===== src/rtl/ccb_cfg_pkg.sv =====
// ccb_cfg_pkg: shared types and size helpers for the
// control connection block configuration loader.
package ccb_cfg_pkg;

   typedef enum logic [2:0] {
      IDLE,
      LOAD,
      CHECK,
      DONE,
      ERR
   } state_t;

   // Select value applied at reset: east_in[0] on every input.
   localparam logic RST_SEL_BIT = 1'b0;

   function automatic int cfg_bits_f(
      input int sel_per_in,
      input int controlin
   );
      return sel_per_in * controlin;
   endfunction

   function automatic int nwords_f(
      input int cfg_bits,
      input int word
   );
      return (cfg_bits + word - 1) / word;
   endfunction

   function automatic int wcnt_w_f(input int nwords);
      return $clog2(nwords + 1);
   endfunction

endpackage


===== src/rtl/ccb_sel_range_check.sv =====
// ccb_sel_range_check: flags any select field >= 2*W.
// Ports: sel (packed select image), oor (out-of-range flag).
module ccb_sel_range_check
   import ccb_cfg_pkg::*;
#(
   parameter int W          = 8,
   parameter int CONTROLIN  = 6,
   parameter int SEL_PER_IN = $clog2(W*2)
) (
   input  logic [SEL_PER_IN*CONTROLIN-1:0] sel,
   output logic                            oor
);

   // One extra bit so 2*W == 2**SEL_PER_IN is representable.
   localparam logic [SEL_PER_IN:0] LIM = (SEL_PER_IN+1)'(2*W);

   always_comb begin
      oor = 1'b0;
      for (int i = 0; i < CONTROLIN; i++) begin
         if ({1'b0, sel[i*SEL_PER_IN +: SEL_PER_IN]} >= LIM)
            oor = 1'b1;
      end
   end

endmodule


===== src/rtl/ccb_config_loader.sv =====
// ccb_config_loader: streams a select image into a shadow register,
// range-checks it and commits it atomically to the c select bus.
// Ports: clk, rst_n (sync, active-low); start; cfg_valid/cfg_ready/
// cfg_data/cfg_last word stream; c committed selects; busy, done, err.
module ccb_config_loader
   import ccb_cfg_pkg::*;
#(
   parameter int W          = 8,
   parameter int CONTROLIN  = 6,
   parameter int SEL_PER_IN = $clog2(W*2),
   parameter int WORD       = 8
) (
   input  logic                            clk,
   input  logic                            rst_n,
   input  logic                            start,
   input  logic                            cfg_valid,
   output logic                            cfg_ready,
   input  logic [WORD-1:0]                 cfg_data,
   input  logic                            cfg_last,
   output logic [SEL_PER_IN*CONTROLIN-1:0] c,
   output logic                            busy,
   output logic                            done,
   output logic                            err
);

   localparam int CFG_BITS = cfg_bits_f(SEL_PER_IN, CONTROLIN);
   localparam int NWORDS   = nwords_f(CFG_BITS, WORD);
   localparam int WCNT_W   = wcnt_w_f(NWORDS);
   localparam int SH_BITS  = NWORDS * WORD;

   state_t              state;
   state_t              state_d;
   logic [SH_BITS-1:0]  shadow;
   logic [WCNT_W-1:0]   wcnt;
   logic                oor;
   logic                acc;
   logic                clr;
   logic                last_idx;
   logic                ready_d;
   logic                busy_d;
   logic                done_d;
   logic                err_d;

   ccb_sel_range_check #(
      .W          (W),
      .CONTROLIN  (CONTROLIN),
      .SEL_PER_IN (SEL_PER_IN)
   ) u_chk (
      .sel (shadow[CFG_BITS-1:0]),
      .oor (oor)
   );

   always_comb begin
      state_d  = state;
      clr      = 1'b0;
      acc      = cfg_valid && cfg_ready;
      last_idx = (wcnt == WCNT_W'(NWORDS-1));
      unique case (state)
         IDLE, DONE, ERR: begin
            if (start) begin
               state_d = LOAD;
               clr     = 1'b1;
            end
         end
         LOAD: begin
            // Image length must match exactly: last flag on last word only.
            if (acc) begin
               if (cfg_last != last_idx)
                  state_d = ERR;
               else if (last_idx)
                  state_d = CHECK;
            end
         end
         CHECK: begin
            state_d = oor ? ERR : DONE;
         end
         default: begin
            state_d = IDLE;
         end
      endcase
      // Outputs are registered copies of the next-state decode.
      ready_d = (state_d == LOAD);
      busy_d  = (state_d == LOAD) || (state_d == CHECK);
      err_d   = (state_d == ERR);
      done_d  = (state == CHECK) && !oor;
   end

   always_ff @(posedge clk) begin
      if (!rst_n) begin
         state     <= IDLE;
         c         <= {CFG_BITS{RST_SEL_BIT}};
         shadow    <= '0;
         wcnt      <= '0;
         cfg_ready <= 1'b0;
         busy      <= 1'b0;
         done      <= 1'b0;
         err       <= 1'b0;
      end else begin
         state     <= state_d;
         cfg_ready <= ready_d;
         busy      <= busy_d;
         done      <= done_d;
         err       <= err_d;
         if (clr) begin
            shadow <= '0;
            wcnt   <= '0;
         end else if (acc) begin
            for (int k = 0; k < NWORDS; k++) begin
               if (wcnt == WCNT_W'(k))
                  shadow[k*WORD +: WORD] <= cfg_data;
            end
            wcnt <= wcnt + WCNT_W'(1);
         end
         if (done_d)
            c <= shadow[CFG_BITS-1:0];
      end
   end

endmodule


===== config.mk =====
export PLATFORM = sky130hd
export DESIGN_NAME = ccb_config_loader
export DESIGN_NICKNAME = d
export VERILOG_FILES = /design/src/rtl/ccb_cfg_pkg.sv /design/src/rtl/ccb_sel_range_check.sv /design/src/rtl/ccb_config_loader.sv
export SDC_FILE = /design/constraint.sdc
export NUM_CORES = 1
export LEC_CHECK = 0
export ABC_AREA = 0
export BUFFER_PORTS_ARGS = -buffer_cell sky130_fd_sc_hd__buf_4
export CAP_MARGIN = 25
export CELL_PAD_IN_SITES_DETAIL_PLACEMENT = 0
export CELL_PAD_IN_SITES_GLOBAL_PLACEMENT = 1
export CORE_UTILIZATION = 36
export CTS_CLUSTER_DIAMETER = 40
export DETAILED_ROUTE_END_ITERATION = 6
export GPL_TIMING_DRIVEN = 0
export PLACE_DENSITY = 0.77
export SLEW_MARGIN = 20
export SYNTH_ARGS = -nofsm -noshare
export SYNTH_HDL_FRONTEND = slang
export SYNTH_SLANG_ARGS = --single-unit

===== constraint.sdc =====
create_clock -name clk -period 1.65 [get_ports clk]
set_input_delay 0 -clock clk [delete_from_list [all_inputs] [get_ports clk]]
set_output_delay 0 -clock clk [all_outputs]
set_load 0.005 [all_outputs]

==> reports/metrics.yaml <==
drt-wirelength-per-cell_um: 12.1
r2r_setup_slack_ps: 120
min_path_type: "in -> reg"
grt_overflow: 0
mostFrequentLayoutCells: "nand2_1, dfxtp_1, buf_4"
drt-initial-drc-count: 121
ioPinCount: 41
worstHoldPathCells: 4
track_usage_pct: 16.9
yosysTopAreaCell: "dfxtp_1"
post-route-period-util_pct: 93.0
numCtsBuffers: 9
cap_violations: 0
worstSetupPathType: "reg -> reg"
drt_first_pass_iters: 4
cts_tree: "yes"
cp-start-kind: "flop"
fillers: 600
synth_warnings: 0
placed_area_um2: 2620
worst_pin_slew_ps: 455
maxSlewViolCount: 0
clock_path_buffers: 2
path_max_fanout: 9
syn_inst: 257
synth_top_area_share_pct: 51.4
clock_skew_ps: 6.48
worstHoldStart: "start"
r2r-end: "busy$_SDFF_PN0_"
period_needed_ps: 1530
core-area_um2: 5920
start_util_pct: 37.5
ys_seq_area_share_pct: 51.4
area_growth_pct: 31.1
rows: 28
netlist_area_um2: 2220
netlist_top_cells_area: "dfxtp_1, nand2_1, a21boi_1, a21oi_1, nand3_1"
cts_root_buffer: "clkbuf_8"
r2r_cells: 7
first_global_vias: 1669
vias: 1847
postLayoutCellArea_um2: 2910
nets: 332
grt_pass1_wl_mm: 7.94
synth_nets: 273
crit_required_ps: 1920
setup_viol: 0
drive_above_1_share_pct: 23.1
gp_congestion: 0.774
holdPathEnd: "cfg_ready$_SDFF_PN0_"
final_common_cell: "nand2_1"
insertion_delay_ps: 340
htree_levels: 3
remaining_drc_errors: 0
max_freq_mhz: 652
insertedDiodeCount: 0
final-hold-violation-count: 0
portBuffers: 40
detail_route.wirelength_mm: 4.79
synth_seq_cells: 57
antenna_found_initial: 0
grt_max_degree: 11
cts_setup_buffers: 0
powerDensity_nw_per_um2: 973
final_util_pct: 49.2
endpoint_kind: "flop"
worst_ep_arrival_time_ps: 1800
syn_avg_cell_area_um2: 8.65
vias_per_cell: 4.66
slew_headroom_pct: 69.7
reg2reg_from: "wcnt[0]$_SDFFE_PP0N_"
clk_pin_slew_ps: 60
status: "completed"
fp.dieH_um: 80.6
dp_hpwl_mm: 3.44
die_w_um: 80.6
dieArea_um2: 6490
cts.sinks: 57
fin_setup_tns_ps: 0
ant_nets: 0
synth_cell_types: 33
power_leakage_nw: 1.10
vdd_drop_max_mv: 0.528
## power breakdown
| group | internal [mW] | total, mW | switching [mW] |
|---|---|---|---|
| clock network | 0.735 | 1.27 | 0.533 |
| logic | 0.0809 | 0.168 | 0.0868 |
| registers | 1.39 | 1.40 | 0.0105 |
## Yosys cell counts
cell / n
a211oi_2: 1
a21boi_1: 24
a21oi_1: 24
a21oi_2: 1
a22o_1: 1
a32oi_1: 1
and2_0: 1
and2_1: 3
and2_2: 1
and2b_1: 2
and2b_4: 1
and3_4: 1
and4bb_1: 1
buf_1: 1
buf_2: 4
buf_4: 3
buf_6: 3
clkbuf_1: 5
dfxtp_1: 57
ha_1: 3
inv_1: 3
mux2i_1: 1
nand2_1: 84
nand2b_1: 1
nand3_1: 16
nor2_1: 5
nor2b_1: 2
nor3b_1: 1
nor3b_2: 1
o211ai_1: 1
o21ai_4: 1
xnor2_1: 1
xor2_1: 2
## cell type report
| cell class | count | area [µm²] | share of cell area (%) |
|---|---|---|---|
| clock buffers | 13 | 149 | 5.11 |
| well taps | 75 | 93.8 | 3.22 |
| repair buffers | 49 | 390 | 13.4 |
| clock inverters | 3 | 40.0 | 1.37 |
| plain buffers | 15 | 95.1 | 3.26 |
| multi-input cells | 181 | 992 | 34.0 |
| inverters | 3 | 11.3 | 0.386 |
| flip-flops and latches | 57 | 1140 | 39.2 |
## sequential cells by signal, indices dropped and copies added (netlist names)
register and count:
cfg_ready 1, c 24, err 1, wcnt 2
busy 1, shadow 24, done 1, state 3
## kinds of logic (layout without fill, tap and decap cells)
family                   count (synthesis)  after routing  share of synthesized area (%)
AO/OA/AOI/OAI                           54             54                           16.3
adder cells (fa/ha/maj)                  3              3                           1.69
AND/OR/NAND/NOR                        120            120                           24.0
flip-flops                              57             57                           51.4
multiplexers                             1              1                          0.450
XOR/XNOR                                 3              3                           1.18
buffers and inverters                   19             83                           4.95
## through the flow
step | hold WS, ps | worst slack (ps) | power, mW | std cells
4_1_cts | 98.5 | 33.2 | 2.88 | 397
3_3_place_gp | 284 | -14.6 | 1.58 | 372
6_report | 105 | 116 | 2.84 | 396
5_1_grt | 120 | -3.46 | 2.94 | 396
2_1_floorplan | 135 | 92.8 | 1.52 | 257
3_5_place_dp | 288 | -19.0 | 1.58 | 372
## per-layer routing
metal	global-route usage, %	routed length, µm
met5	0	0
met4	10.2	119
met3	5.23	194
met1	21.4	2340
met2	24.8	2130
## worst max-delay path by stage
stage                                    start                 endpoint  slack [ps]
after global placement    wcnt[0]$_SDFFE_PP0N_          busy$_SDFF_PN0_         -10
final                     wcnt[0]$_SDFFE_PP0N_          busy$_SDFF_PN0_         120
after floorplan           wcnt[0]$_SDFFE_PP0N_          busy$_SDFF_PN0_          90
after CTS                 wcnt[0]$_SDFFE_PP0N_          busy$_SDFF_PN0_          30
after detailed placement  wcnt[0]$_SDFFE_PP0N_          busy$_SDFF_PN0_         -20
after global routing      wcnt[1]$_SDFFE_PP0N_  shadow[15]$_SDFFE_PP0P_          -3
## critical path: stages, from the launching register on
cell	delay, ps
dfxtp_2	360
inv_2	60
ha_4	170
and3_4	170
buf_6	130
a22o_4	230
xor2_1	160
nor3b_2	180
## timing repair
item / CTS / global route
hold buffers: 9 / 0
endpoints found under the hold margin: 24 / 0
setup endpoints to repair: 1 / 1
gates resized for setup: 2 / 3
No activity file was read; power rests on OpenSTA's default activity.
